**src/rtl/cache_ctrl_pkg.sv**
```systemverilog
// Shared types and address-split helpers for the cache sequencing controller.
// The optional statistics counters are enabled by defining CACHE_CTRL_STATS_EN.
package cache_ctrl_pkg;

  typedef enum logic [3:0] {
    IDLE       = 4'd0,
    LOOKUP     = 4'd1,
    MERGE      = 4'd2,
    FILL_REQ   = 4'd3,
    FILL_WAIT  = 4'd4,
    FILL_WRITE = 4'd5,
    WT_REQ     = 4'd6,
    WT_WAIT    = 4'd7,
    RESP       = 4'd8
  } ctrl_state_e;

  localparam int unsigned DEF_XLEN      = 32;
  localparam int unsigned DEF_LINE_SIZE = 64;

  function automatic int unsigned word_off_bits(input int unsigned xlen);
    return $clog2(xlen / 32'd8);
  endfunction

  function automatic int unsigned line_off_bits(input int unsigned line_size);
    return $clog2(line_size);
  endfunction

  localparam int unsigned WOFF  = word_off_bits(DEF_XLEN);
  localparam int unsigned OFF_W = line_off_bits(DEF_LINE_SIZE);

endpackage

```
**src/rtl/cache_controller_if.sv**
```systemverilog
// CPU, memory and cache-array signal bundle of the cache controller.
// master = controller side, slave = core / memory adapter / cache side.
interface cache_controller_if #(
  parameter int unsigned XLEN      = 32,
  parameter int unsigned LINE_SIZE = 64
);

  logic                   cpu_req_valid;
  logic                   cpu_req_ready;
  logic                   cpu_req_write;
  logic [XLEN-1:0]        cpu_req_addr;
  logic [XLEN-1:0]        cpu_req_wdata;
  logic [XLEN/8-1:0]      cpu_req_wstrb;
  logic                   cpu_resp_valid;
  logic [XLEN-1:0]        cpu_resp_rdata;

  logic                   mem_req_valid;
  logic                   mem_req_ready;
  logic                   mem_req_write;
  logic [XLEN-1:0]        mem_req_addr;
  logic [XLEN-1:0]        mem_req_wdata;
  logic [XLEN/8-1:0]      mem_req_wstrb;
  logic                   mem_resp_valid;
  logic [8*LINE_SIZE-1:0] mem_resp_line;

  logic [XLEN-1:0]        cache_address;
  logic                   cache_mem_write_en;
  logic                   cache_cpu_write_en;
  logic [8*LINE_SIZE-1:0] cache_data_in;
  logic [8*LINE_SIZE-1:0] cache_data_out;
  logic                   cache_hit;

  modport master (
    input  cpu_req_valid, cpu_req_write, cpu_req_addr, cpu_req_wdata, cpu_req_wstrb,
    output cpu_req_ready, cpu_resp_valid, cpu_resp_rdata,
    output mem_req_valid, mem_req_write, mem_req_addr, mem_req_wdata, mem_req_wstrb,
    input  mem_req_ready, mem_resp_valid, mem_resp_line,
    output cache_address, cache_mem_write_en, cache_cpu_write_en, cache_data_in,
    input  cache_data_out, cache_hit
  );

  modport slave (
    output cpu_req_valid, cpu_req_write, cpu_req_addr, cpu_req_wdata, cpu_req_wstrb,
    input  cpu_req_ready, cpu_resp_valid, cpu_resp_rdata,
    input  mem_req_valid, mem_req_write, mem_req_addr, mem_req_wdata, mem_req_wstrb,
    output mem_req_ready, mem_resp_valid, mem_resp_line,
    input  cache_address, cache_mem_write_en, cache_cpu_write_en, cache_data_in,
    output cache_data_out, cache_hit
  );

endinterface

```
**src/rtl/cache_controller_line_word_merge.sv**
```systemverilog
// Combinational word select and byte-strobe merge on one cache line.
// Shared by the hit lookup, the store merge and the refill response path.
module line_word_merge
  import cache_ctrl_pkg::*;
#(
  parameter int unsigned XLEN      = 32,
  parameter int unsigned LINE_SIZE = 64
) (
  input  logic [8*LINE_SIZE-1:0]                                          line_in,
  input  logic [line_off_bits(LINE_SIZE)-word_off_bits(XLEN)-1:0]         word_idx,
  input  logic [XLEN-1:0]                                                 wdata,
  input  logic [XLEN/8-1:0]                                               wstrb,
  output logic [XLEN-1:0]                                                 word_out,
  output logic [8*LINE_SIZE-1:0]                                          merged_line
);

  // Select the addressed word and overlay the enabled store bytes on it.
  always_comb begin
    word_out    = line_in[int'(word_idx)*XLEN +: XLEN];
    merged_line = line_in;
    for (int b = 0; b < int'(XLEN/8); b++) begin
      if (wstrb[b]) begin
        merged_line[int'(word_idx)*XLEN + b*8 +: 8] = wdata[b*8 +: 8];
      end else begin
        merged_line[int'(word_idx)*XLEN + b*8 +: 8] = line_in[int'(word_idx)*XLEN + b*8 +: 8];
      end
    end
  end

endmodule

```
**src/rtl/cache_controller.sv**
```systemverilog
// Write-through / no-write-allocate sequencing FSM in front of the line cache.
// Define CACHE_CTRL_STATS_EN to add saturating hit/miss/store counters.
module cache_controller
  import cache_ctrl_pkg::*;
#(
  parameter int unsigned XLEN      = 32,
  parameter int unsigned LINE_SIZE = 64
) (
  input  logic               clock,
  input  logic               reset,
  cache_controller_if.master bus
`ifdef CACHE_CTRL_STATS_EN
  ,
  output logic [31:0]        stat_hits,
  output logic [31:0]        stat_misses,
  output logic [31:0]        stat_writes
`endif
);

  localparam int unsigned WOFF_B = word_off_bits(XLEN);
  localparam int unsigned OFF_B  = line_off_bits(LINE_SIZE);
  localparam int unsigned LINE_W = 8 * LINE_SIZE;
  localparam int unsigned STRB_W = XLEN / 8;
  localparam logic [XLEN-1:0] LINE_MASK = {XLEN{1'b1}} << OFF_B;
  localparam logic [XLEN-1:0] WORD_MASK = {XLEN{1'b1}} << WOFF_B;

  ctrl_state_e         state_r, next_state_s;
  logic [XLEN-1:0]     req_addr_r, req_wdata_r, rdata_r, mem_addr_r, mem_addr_s;
  logic                req_write_r;
  logic [STRB_W-1:0]   req_wstrb_r;
  logic [LINE_W-1:0]   line_buf_r, line_sel_s, merged_line_s;
  logic [XLEN-1:0]     word_s;
  logic                accept_s;
  logic                ready_r, resp_valid_r, mem_valid_r, mem_write_r, fill_we_r, merge_we_r;
  logic                ready_s, resp_valid_s, mem_valid_s, mem_write_s, fill_we_s, merge_we_s;

  // ready_r is high only while in IDLE, so it doubles as the accept qualifier
  assign accept_s   = bus.cpu_req_valid && ready_r;
  assign line_sel_s = (state_r == FILL_WRITE) ? line_buf_r : bus.cache_data_out;

  line_word_merge #(.XLEN(XLEN), .LINE_SIZE(LINE_SIZE)) u_merge (
    .line_in     (line_sel_s),
    .word_idx    (req_addr_r[OFF_B-1:WOFF_B]),
    .wdata       (req_wdata_r),
    .wstrb       (req_wstrb_r),
    .word_out    (word_s),
    .merged_line (merged_line_s)
  );

  // State register.
  always_ff @(posedge clock or posedge reset) begin
    if (reset) state_r <= IDLE;
    else       state_r <= next_state_s;
  end

  // Next-state decode.
  always_comb begin
    next_state_s = state_r;
    case (state_r)
      IDLE:       if (accept_s) next_state_s = LOOKUP; else next_state_s = IDLE;
      LOOKUP: begin
        case ({req_write_r, bus.cache_hit})
          2'b00:   next_state_s = FILL_REQ;
          2'b01:   next_state_s = RESP;
          2'b10:   next_state_s = WT_REQ;
          2'b11:   next_state_s = MERGE;
          default: next_state_s = IDLE;
        endcase
      end
      MERGE:      next_state_s = WT_REQ;
      FILL_REQ:   if (bus.mem_req_ready) next_state_s = FILL_WAIT; else next_state_s = FILL_REQ;
      FILL_WAIT:  if (bus.mem_resp_valid) next_state_s = FILL_WRITE; else next_state_s = FILL_WAIT;
      FILL_WRITE: next_state_s = RESP;
      WT_REQ:     if (bus.mem_req_ready) next_state_s = WT_WAIT; else next_state_s = WT_REQ;
      WT_WAIT:    if (bus.mem_resp_valid) next_state_s = RESP; else next_state_s = WT_WAIT;
      RESP:       next_state_s = IDLE;
      default:    next_state_s = IDLE;
    endcase
  end

  // Output decode on the next state so the registered strobes line up with the state.
  always_comb begin
    ready_s      = 1'b0;
    resp_valid_s = 1'b0;
    mem_valid_s  = 1'b0;
    mem_write_s  = 1'b0;
    fill_we_s    = 1'b0;
    merge_we_s   = 1'b0;
    mem_addr_s   = mem_addr_r;
    case (next_state_s)
      IDLE:       ready_s = 1'b1;
      MERGE:      merge_we_s = 1'b1;
      FILL_REQ: begin
        mem_valid_s = 1'b1;
        mem_addr_s  = req_addr_r & LINE_MASK;
      end
      FILL_WRITE: fill_we_s = 1'b1;
      WT_REQ: begin
        mem_valid_s = 1'b1;
        mem_write_s = 1'b1;
        mem_addr_s  = req_addr_r & WORD_MASK;
      end
      RESP:       resp_valid_s = 1'b1;
      default:    ready_s = 1'b0;
    endcase
  end

  // Output registers.
  always_ff @(posedge clock or posedge reset) begin
    if (reset) begin
      ready_r      <= 1'b0;
      resp_valid_r <= 1'b0;
      mem_valid_r  <= 1'b0;
      mem_write_r  <= 1'b0;
      fill_we_r    <= 1'b0;
      merge_we_r   <= 1'b0;
      mem_addr_r   <= {XLEN{1'b0}};
    end else begin
      ready_r      <= ready_s;
      resp_valid_r <= resp_valid_s;
      mem_valid_r  <= mem_valid_s;
      mem_write_r  <= mem_write_s;
      fill_we_r    <= fill_we_s;
      merge_we_r   <= merge_we_s;
      mem_addr_r   <= mem_addr_s;
    end
  end

  // Request latch, line buffer and response data.
  always_ff @(posedge clock or posedge reset) begin
    if (reset) begin
      req_addr_r  <= {XLEN{1'b0}};
      req_write_r <= 1'b0;
      req_wdata_r <= {XLEN{1'b0}};
      req_wstrb_r <= {STRB_W{1'b0}};
      line_buf_r  <= {LINE_W{1'b0}};
      rdata_r     <= {XLEN{1'b0}};
    end else begin
      if (accept_s) begin
        req_addr_r  <= bus.cpu_req_addr;
        req_write_r <= bus.cpu_req_write;
        req_wdata_r <= bus.cpu_req_wdata;
        req_wstrb_r <= bus.cpu_req_wstrb;
      end
      case (state_r)
        LOOKUP: begin
          if (bus.cache_hit && req_write_r)  line_buf_r <= merged_line_s;
          if (bus.cache_hit && !req_write_r) rdata_r    <= word_s;
        end
        FILL_WAIT:  if (bus.mem_resp_valid) line_buf_r <= bus.mem_resp_line;
        FILL_WRITE: rdata_r <= word_s;
        WT_WAIT:    if (bus.mem_resp_valid) rdata_r <= {XLEN{1'b0}};
        default:    rdata_r <= rdata_r;
      endcase
    end
  end

`ifdef CACHE_CTRL_STATS_EN
  // Saturating lookup statistics, sampled at the LOOKUP closing edge.
  always_ff @(posedge clock or posedge reset) begin
    if (reset) begin
      stat_hits   <= 32'd0;
      stat_misses <= 32'd0;
      stat_writes <= 32'd0;
    end else if (state_r == LOOKUP) begin
      if (bus.cache_hit && (stat_hits != 32'hFFFF_FFFF))    stat_hits   <= stat_hits + 32'd1;
      if (!bus.cache_hit && (stat_misses != 32'hFFFF_FFFF)) stat_misses <= stat_misses + 32'd1;
      if (req_write_r && (stat_writes != 32'hFFFF_FFFF))    stat_writes <= stat_writes + 32'd1;
    end
  end
`endif

  assign bus.cpu_req_ready      = ready_r;
  assign bus.cpu_resp_valid     = resp_valid_r;
  assign bus.cpu_resp_rdata     = rdata_r;
  assign bus.mem_req_valid      = mem_valid_r;
  assign bus.mem_req_write      = mem_write_r;
  assign bus.mem_req_addr       = mem_addr_r;
  assign bus.mem_req_wdata      = req_wdata_r;
  assign bus.mem_req_wstrb      = req_wstrb_r;
  assign bus.cache_address      = req_addr_r;
  assign bus.cache_mem_write_en = fill_we_r;
  assign bus.cache_cpu_write_en = merge_we_r;
  assign bus.cache_data_in      = line_buf_r;

endmodule

```
**src/flat_wrapper.sv**
```systemverilog
// flat-port wrapper written by rule: the top's interface ports become plain ports
module cache_controller_flat import cache_ctrl_pkg::*;
#(
  parameter int unsigned XLEN      = 32,
  parameter int unsigned LINE_SIZE = 64
)
  (clock, reset, bus_cpu_req_valid, bus_cpu_req_write, bus_cpu_req_addr, bus_cpu_req_wdata, bus_cpu_req_wstrb, bus_cpu_req_ready, bus_cpu_resp_valid, bus_cpu_resp_rdata, bus_mem_req_valid, bus_mem_req_write, bus_mem_req_addr, bus_mem_req_wdata, bus_mem_req_wstrb, bus_mem_req_ready, bus_mem_resp_valid, bus_mem_resp_line, bus_cache_address, bus_cache_mem_write_en, bus_cache_cpu_write_en, bus_cache_data_in, bus_cache_data_out, bus_cache_hit);
  cache_controller_if #(.XLEN(XLEN), .LINE_SIZE(LINE_SIZE)) bus_i ();
  input  logic clock;
  input  logic reset;
  input wire logic [$bits(bus_i.cpu_req_valid)-1:0] bus_cpu_req_valid;
  input wire logic [$bits(bus_i.cpu_req_write)-1:0] bus_cpu_req_write;
  input wire logic [$bits(bus_i.cpu_req_addr)-1:0] bus_cpu_req_addr;
  input wire logic [$bits(bus_i.cpu_req_wdata)-1:0] bus_cpu_req_wdata;
  input wire logic [$bits(bus_i.cpu_req_wstrb)-1:0] bus_cpu_req_wstrb;
  output wire logic [$bits(bus_i.cpu_req_ready)-1:0] bus_cpu_req_ready;
  output wire logic [$bits(bus_i.cpu_resp_valid)-1:0] bus_cpu_resp_valid;
  output wire logic [$bits(bus_i.cpu_resp_rdata)-1:0] bus_cpu_resp_rdata;
  output wire logic [$bits(bus_i.mem_req_valid)-1:0] bus_mem_req_valid;
  output wire logic [$bits(bus_i.mem_req_write)-1:0] bus_mem_req_write;
  output wire logic [$bits(bus_i.mem_req_addr)-1:0] bus_mem_req_addr;
  output wire logic [$bits(bus_i.mem_req_wdata)-1:0] bus_mem_req_wdata;
  output wire logic [$bits(bus_i.mem_req_wstrb)-1:0] bus_mem_req_wstrb;
  input wire logic [$bits(bus_i.mem_req_ready)-1:0] bus_mem_req_ready;
  input wire logic [$bits(bus_i.mem_resp_valid)-1:0] bus_mem_resp_valid;
  input wire logic [$bits(bus_i.mem_resp_line)-1:0] bus_mem_resp_line;
  output wire logic [$bits(bus_i.cache_address)-1:0] bus_cache_address;
  output wire logic [$bits(bus_i.cache_mem_write_en)-1:0] bus_cache_mem_write_en;
  output wire logic [$bits(bus_i.cache_cpu_write_en)-1:0] bus_cache_cpu_write_en;
  output wire logic [$bits(bus_i.cache_data_in)-1:0] bus_cache_data_in;
  input wire logic [$bits(bus_i.cache_data_out)-1:0] bus_cache_data_out;
  input wire logic [$bits(bus_i.cache_hit)-1:0] bus_cache_hit;
  assign bus_i.cpu_req_valid = bus_cpu_req_valid;
  assign bus_i.cpu_req_write = bus_cpu_req_write;
  assign bus_i.cpu_req_addr = bus_cpu_req_addr;
  assign bus_i.cpu_req_wdata = bus_cpu_req_wdata;
  assign bus_i.cpu_req_wstrb = bus_cpu_req_wstrb;
  assign bus_cpu_req_ready = bus_i.cpu_req_ready;
  assign bus_cpu_resp_valid = bus_i.cpu_resp_valid;
  assign bus_cpu_resp_rdata = bus_i.cpu_resp_rdata;
  assign bus_mem_req_valid = bus_i.mem_req_valid;
  assign bus_mem_req_write = bus_i.mem_req_write;
  assign bus_mem_req_addr = bus_i.mem_req_addr;
  assign bus_mem_req_wdata = bus_i.mem_req_wdata;
  assign bus_mem_req_wstrb = bus_i.mem_req_wstrb;
  assign bus_i.mem_req_ready = bus_mem_req_ready;
  assign bus_i.mem_resp_valid = bus_mem_resp_valid;
  assign bus_i.mem_resp_line = bus_mem_resp_line;
  assign bus_cache_address = bus_i.cache_address;
  assign bus_cache_mem_write_en = bus_i.cache_mem_write_en;
  assign bus_cache_cpu_write_en = bus_i.cache_cpu_write_en;
  assign bus_cache_data_in = bus_i.cache_data_in;
  assign bus_i.cache_data_out = bus_cache_data_out;
  assign bus_i.cache_hit = bus_cache_hit;
  cache_controller #(.XLEN(XLEN), .LINE_SIZE(LINE_SIZE)) u_core (.clock(clock), .reset(reset), .bus(bus_i));
endmodule
```
**config.mk**
```make
export PLATFORM = sky130hd
export DESIGN_NAME = cache_controller_flat
export DESIGN_NICKNAME = d
export VERILOG_FILES = /design/src/rtl/cache_ctrl_pkg.sv /design/src/rtl/cache_controller_if.sv /design/src/rtl/cache_controller_line_word_merge.sv /design/src/rtl/cache_controller.sv /design/src/flat_wrapper.sv
export SDC_FILE = /design/constraint.sdc
export NUM_CORES = 2
export LEC_CHECK = 0
export BUFFER_PORTS_ARGS = -buffer_cell sky130_fd_sc_hd__buf_4
export CAP_MARGIN = 30
export CORE_AREA = 8 8 675 677
export CTS_CLUSTER_SIZE = 25
export DETAILED_ROUTE_END_ITERATION = 8
export DIE_AREA = 0 0 683 685
export PLACE_DENSITY_LB_ADDON = 0.12
export SETUP_SLACK_MARGIN = 0.1
export SLEW_MARGIN = 20
export SYNTH_ARGS = -nofsm -noshare
export SYNTH_HDL_FRONTEND = slang
export SYNTH_SLANG_ARGS = --single-unit
```
**constraint.sdc**
```tcl
create_clock -name clock -period 60.6 [get_ports clock]
set_clock_uncertainty 0.1 [all_clocks]
set_input_delay 9.09 -clock clock [delete_from_list [all_inputs] [get_ports clock]]
set_output_delay 9.09 -clock clock [all_outputs]
set_load 0.01 [all_outputs]
```
==> Word-level counts from Yosys, hierarchy flattened <==
Index checks and enable logic that the tools add are counted.
{ "totals": {"input_bits": 1099, "out_inout_bits": 650, "register_bits": 655, "word_cells": 103} }
{ "op_classes": {"n_addsub": 7, "reduce_logical": 13, "n_mux": 33, "n_eq_ne": 19, "shift": 17} }
{ "ops": {"columns": ["cell", "n"], "rows": [
  ["bitwise mux 512 bit", 8],
  ["indexed part select 8 x 34 -> 512 bit", 8],
  ["2-to-1 mux 512 bit", 7],
  ["variable shift 8 x 34 -> 512 bit (first input constant)", 4],
  ["indexed part select 512 x 33 -> 8 bit", 3],
  ["case mux 512 bit (2 select lines)", 1],
  ["indexed part select 512 x 10 -> 32 bit", 1],
  ["indexed part select 512 x 10 -> 8 bit", 1],
  ["negator 10 -> 34 bit", 3],
  ["case mux 32 bit (3 select lines)", 1],
  ["2-to-1 mux 32 bit", 2],
  ["case mux 32 bit (2 select lines)", 1],
  ["negator 9 -> 34 bit", 1],
  ["case mux 4 bit (8 select lines)", 1],
  ["== test 4 x 3 -> 1 bit (second input constant)", 6],
  ["adder 9 x 5 -> 10 bit (second input constant)", 2],
  ["== test 4 x 2 -> 1 bit (second input constant)", 4],
  ["case mux 4 bit (4 select lines)", 1],
  ["adder 9 x 4 -> 10 bit (second input constant)", 1],
  ["2-to-1 mux 1 bit", 9],
  ["zero test 4 bit", 2],
  ["AND reduction 3 bit", 2],
  ["== test 2 bit (second input constant)", 2],
  ["== test 4 x 1 -> 1 bit (second input constant)", 1],
  ["12 further kinds", 17]
]} }

==> Longest topological paths before layout <==
{ "depth": {"ltp_word": 14, "mapped_depth": 16, "depth_no_buf": 10} }

==> Modules after synthesis <==
From an unflattened synthesis, not the netlist that was laid out.
{ "unflattened": {"hier_cells": 5595, "area_unflattened_um2": 46684.8} }
{ "by_module_without_submodules": {"columns": ["mod", "cells_per_inst", "n_inst", "seq_area_each_um2", "area_per_inst_um2"], "rows": [
  ["cache_controller", 3733, 1, 16340.7, 34489.3],
  ["line_word_merge", 1862, 1, 0.0, 12195.4]
]} }

==> Worst setup path before layout <==
OpenSTA, ideal clock, no wires.
{ "synth_path": {"path_kind": "input -> register", "startpoint": "in bus_cache_hit", "endpoint": "reg u_core.line_buf_r[213], in the netlist u_core.bus.cache_data_in[213]", "slack_ns": 49.650, "setup_ns": 0.083, "t_arrival_ns": 10.767, "path_buffers": 4, "required_time_ns": 60.417, "stages": 10, "cell_sequence": "nand2_1 -> or3_1 -> buf_2 -> clkinv_1 -> nor2_1 -> clkbuf_1 -> clkbuf_1 -> clkbuf_1 -> a32oi_1 -> o21ai_0"} }
{ "synth_between": {"elab_chain_cells": 3} }
{ "synth_rtl": {"columns": ["element", "line", "text"], "rows": [
  ["from (decl)", "flat_wrapper.sv:32", "input wire logic [$bits(bus_i.cache_hit)-1:0] bus_cache_hit;"],
  ["logical AND 1 bit", "cache_controller.sv:147", "if (bus.cache_hit && req_write_r) line_buf_r <= merged_line_s;"],
  ["!= test 2 x 1 -> 1 bit (no line)", null, null],
  ["AND reduction 3 bit (no line)", null, null],
  ["to (signal assigned)", "cache_controller.sv:136", "line_buf_r <= {LINE_W{1'b0}};"],
  ["to (signal assigned)", "cache_controller.sv:147", null],
  ["to (signal assigned)", "cache_controller.sv:150", "FILL_WAIT: if (bus.mem_resp_valid) line_buf_r <= bus.mem_resp_line;"],
  ["to (decl)", "cache_controller.sv:31", "logic [LINE_W-1:0] line_buf_r, line_sel_s, merged_line_s;"]
]} }
Every way passes these cells.
A chain may end at the register's enable or synchronous reset.

==> results.toml <==
[status]
status = "completed"

[logic_synthesis]
synth_top_cell_by_area = "dfrtp_1"
async_flop_share_pct = 100
yosysSeqAreaShare_pct = 36.0
ys_warn_count = 0
synth.distinct_cells = 90
synth-edff-count = 0
avgSynthCellArea_um2 = 8.64
netlist_instances = 5260
synth_top_area_share_pct = 36.0
ys_top_cells_by_area = "dfrtp_1, mux2i_1, nand2_1"
synth_flop_cell = "dfrtp_1"
synth-seq-cells = 653
synth_area_mm2 = 0.0454

[power_and_ir_drop]
p_comb_share_pct = 64.0
power_leakage_nw = 32.1
total_power_mw = 4.39
sequentialPowerShare_pct = 20.5
pwr_density_cell_mw_per_mm2 = 62.7
swShare_pct = 57.1
p_clk_share_pct = 15.4
switchingPower_mw = 2.51
p_int_mw = 1.88
ir_drop_uv = 26.7

[critical_path]
worst_ep_arrival_time_ns = 13.32
regToRegStartpoint = "u_core.state_r[1]$_DFF_PP0_"
path_max_fanout = 115
startpoint = "reset"
reg2regPathDepth = 11
worst_path_most_repeated_cell = "buf_4"
crit_required_ns = 61.37
critPathSlowestCell = "buf_4"
crit_path_end_kind = "asynchronous set/reset pin"
cp_cell_sequence = "buf_4 -> inv_8 -> buf_4 -> buf_4 -> buf_4 -> buf_4 -> buf_12"
path_class = "primary input to asynchronous set/reset pin"
start_kind = "primary input"
slowest_delay_ns = 0.76

[timing]
setup_ws_ns = 48.04
drv_slew = 0
relSlewSlack_pct = 9.80
fmax_mhz = 79.6
rsz0062_at_grt = "false"
setup_viol = 0
finalCritPeriodShare_pct = 20.7
finalHoldViolCount = 0
final.setup.tns_ns = 0
worst_pin_slew_ns = 1.35
period_needed_ns = 12.56

[global_route]
grt_pass1_vias = 56900
grt_max_degree = 121
grt_pass1_wl_mm = 720
gr-total-overflow = 0
antenna_found_initial = 285
track_usage_pct = 23.8

[cells_and_area]
layout_common_cells = "buf_4, nand2_1, dfrtp_1"
drive_above_1_share_pct = 35.9
synthToLayoutAreaGrowth_pct = 54.1
final_nets = 7965
final_common_cell = "buf_4"
fillers = 50600

[clock_tree]
clkSlewWorstSetupHoldPaths_ns = 0.06
post_cts_buffers = 0
htree_levels = 3
hold_buffers = 0
tritoncts = "built"
cts_max_path_buffers = 4
cts.sinks = 653
worstSkewPairLatency_ns = 0.91
cts_root_buf = "clkbuf_16"
numCtsBuffers = 110
post_cts_resized = 0

[routing]
via_count = 56500
drc = 0
drt_pass1_iterations = 5
wirelength_mm = 583
avgRoutedWirePerCell_um = 45.0
drtIter0Drc = 5422
ant_nets = 0
avgViaCountPerCell = 4.36

[placement]
dp_slack_ns = 46.96
port_buffers = 1746
dp_hpwl_mm = 474
gp_congestion = 0.863

[min_path]
hold_depth = 2
min_from = "u_core.bus.cpu_resp_rdata[26]$_DFFE_PP0P_"
hp-class = "flip-flop to flip-flop"

[die]
ioPinCount = 1749
start_util_pct = 10.2
rows = 245
core_mm2 = 0.444
fp.dieH_um = 685
die-area_mm2 = 0.468
die_w_um = 683

[job]
drv_cap = 0
logic make-up after synthesis:
logic type | synth area share [%]
mux | 19.4
compound gates | 24.4
simple gates | 14.4
xor+xnor | 0.0578
buf+inv | 5.62
other cells | 0.00825
fa+ha+maj | 0.165
flops | 36.0
final cells by class:
type | count | area, µm² | area share, %
tap | 5928 | 7420 | 10.6
inverter | 22 | 118 | 0.168
antenna | 94 | 235 | 0.336
clock buffer | 158 | 3190 | 4.56
multi-input combinational | 4081 | 27000 | 38.5
clock inverter | 36 | 410 | 0.586
timing repair buffer | 1992 | 15300 | 21.9
sequential | 653 | 16400 | 23.4
sequential cells by signal, indices dropped and copies added, names as in the netlist:
register	cells
u_core.bus.cpu_resp_rdata	32
u_core.bus.mem_req_valid	1
u_core.bus.cache_address	32
u_core.bus.cache_mem_write_en	1
u_core.bus.mem_req_wstrb	4
u_core.bus.mem_req_wdata	32
u_core.bus.mem_req_addr	30
u_core.bus.mem_req_write	1
u_core.bus.cpu_req_ready	1
u_core.bus.cache_data_in	512
u_core.bus.cpu_resp_valid	1
u_core.bus.cache_cpu_write_en	1
u_core.state_r	4
u_core.req_write_r	1
layer usage:
metal,vias up,wire [µm],part of all wire (%),track usage (%)
li1,22800,-,-,-
met3,785,37900,6.5,5.33
met5,-,501,0.086,0
met4,78,22800,3.9,7.77
met2,3146,297000,51,43.0
met1,29700,226000,39,27.5
Yosys cell counts, types with 28 or more instances:
library cell	count
a21o_1	64
a211oi_1	32
o211ai_1	101
o22ai_1	62
mux4_2	100
nand2_1	977
clkbuf_1	294
buf_2	61
buf_4	53
mux2i_1	522
nor2_1	242
a32oi_1	68
a221oi_1	92
a22oi_1	41
buf_1	59
o21ai_1	28
nand3_1	94
dfrtp_1	653
nor3_1	72
mux2_2	117
a22o_1	48
and3_1	48
a21oi_1	629
a31oi_1	73
o21ai_0	357
and2_1	33
buf_6	35
power groups by stage:
stage,Sequential (mW),Clock [mW],Combinational [mW]
2_1_floorplan,0.848,0,1.09
3_3_place_gp,0.902,0,2.84
3_5_place_dp,0.902,0,2.87
4_1_cts,0.899,0.700,2.88
5_1_grt,0.921,0.711,2.93
6_report,0.902,0.678,2.81
path summary, 6_finish.rpt:
check,slack [ns],to
max,48.04,u_core.bus.cache_data_in[468]$_DFFE_PP0P_
min,0.37,u_core.bus.cpu_resp_rdata[26]$_DFFE_PP0P_
max reg2reg,54.57,u_core.bus.cache_data_in[69]$_DFFE_PP0P_
min reg2reg,0.37,u_core.bus.cpu_resp_rdata[26]$_DFFE_PP0P_
max in group clock,48.14,u_core.bus.cache_data_in[287]$_DFFE_PP0P_
min in group asynchronous,8.20,u_core.bus.cache_data_in[450]$_DFFE_PP0P_
metrics by stage:
stage / hold slack [ns] / utilization (%) / std cells / instance area, µm²
2_1_floorplan: 0.399 / - / 5261 / 45500
3_3_place_gp: 0.359 / 14.8 / 12600 / 65700
3_5_place_dp: 0.360 / 14.9 / 12700 / 66200
4_1_cts: 0.372 / 15.7 / 12900 / 69800
5_1_grt: 0.393 / 15.7 / 12900 / 69900
6_report: 0.370 / 15.8 / 13000 / 70100
worst max-delay path: cells and delay by family:
kind	cells	cell delay (ns)
buffers and inverters	7	3.76
No activity file was read; power rests on OpenSTA's default activity.
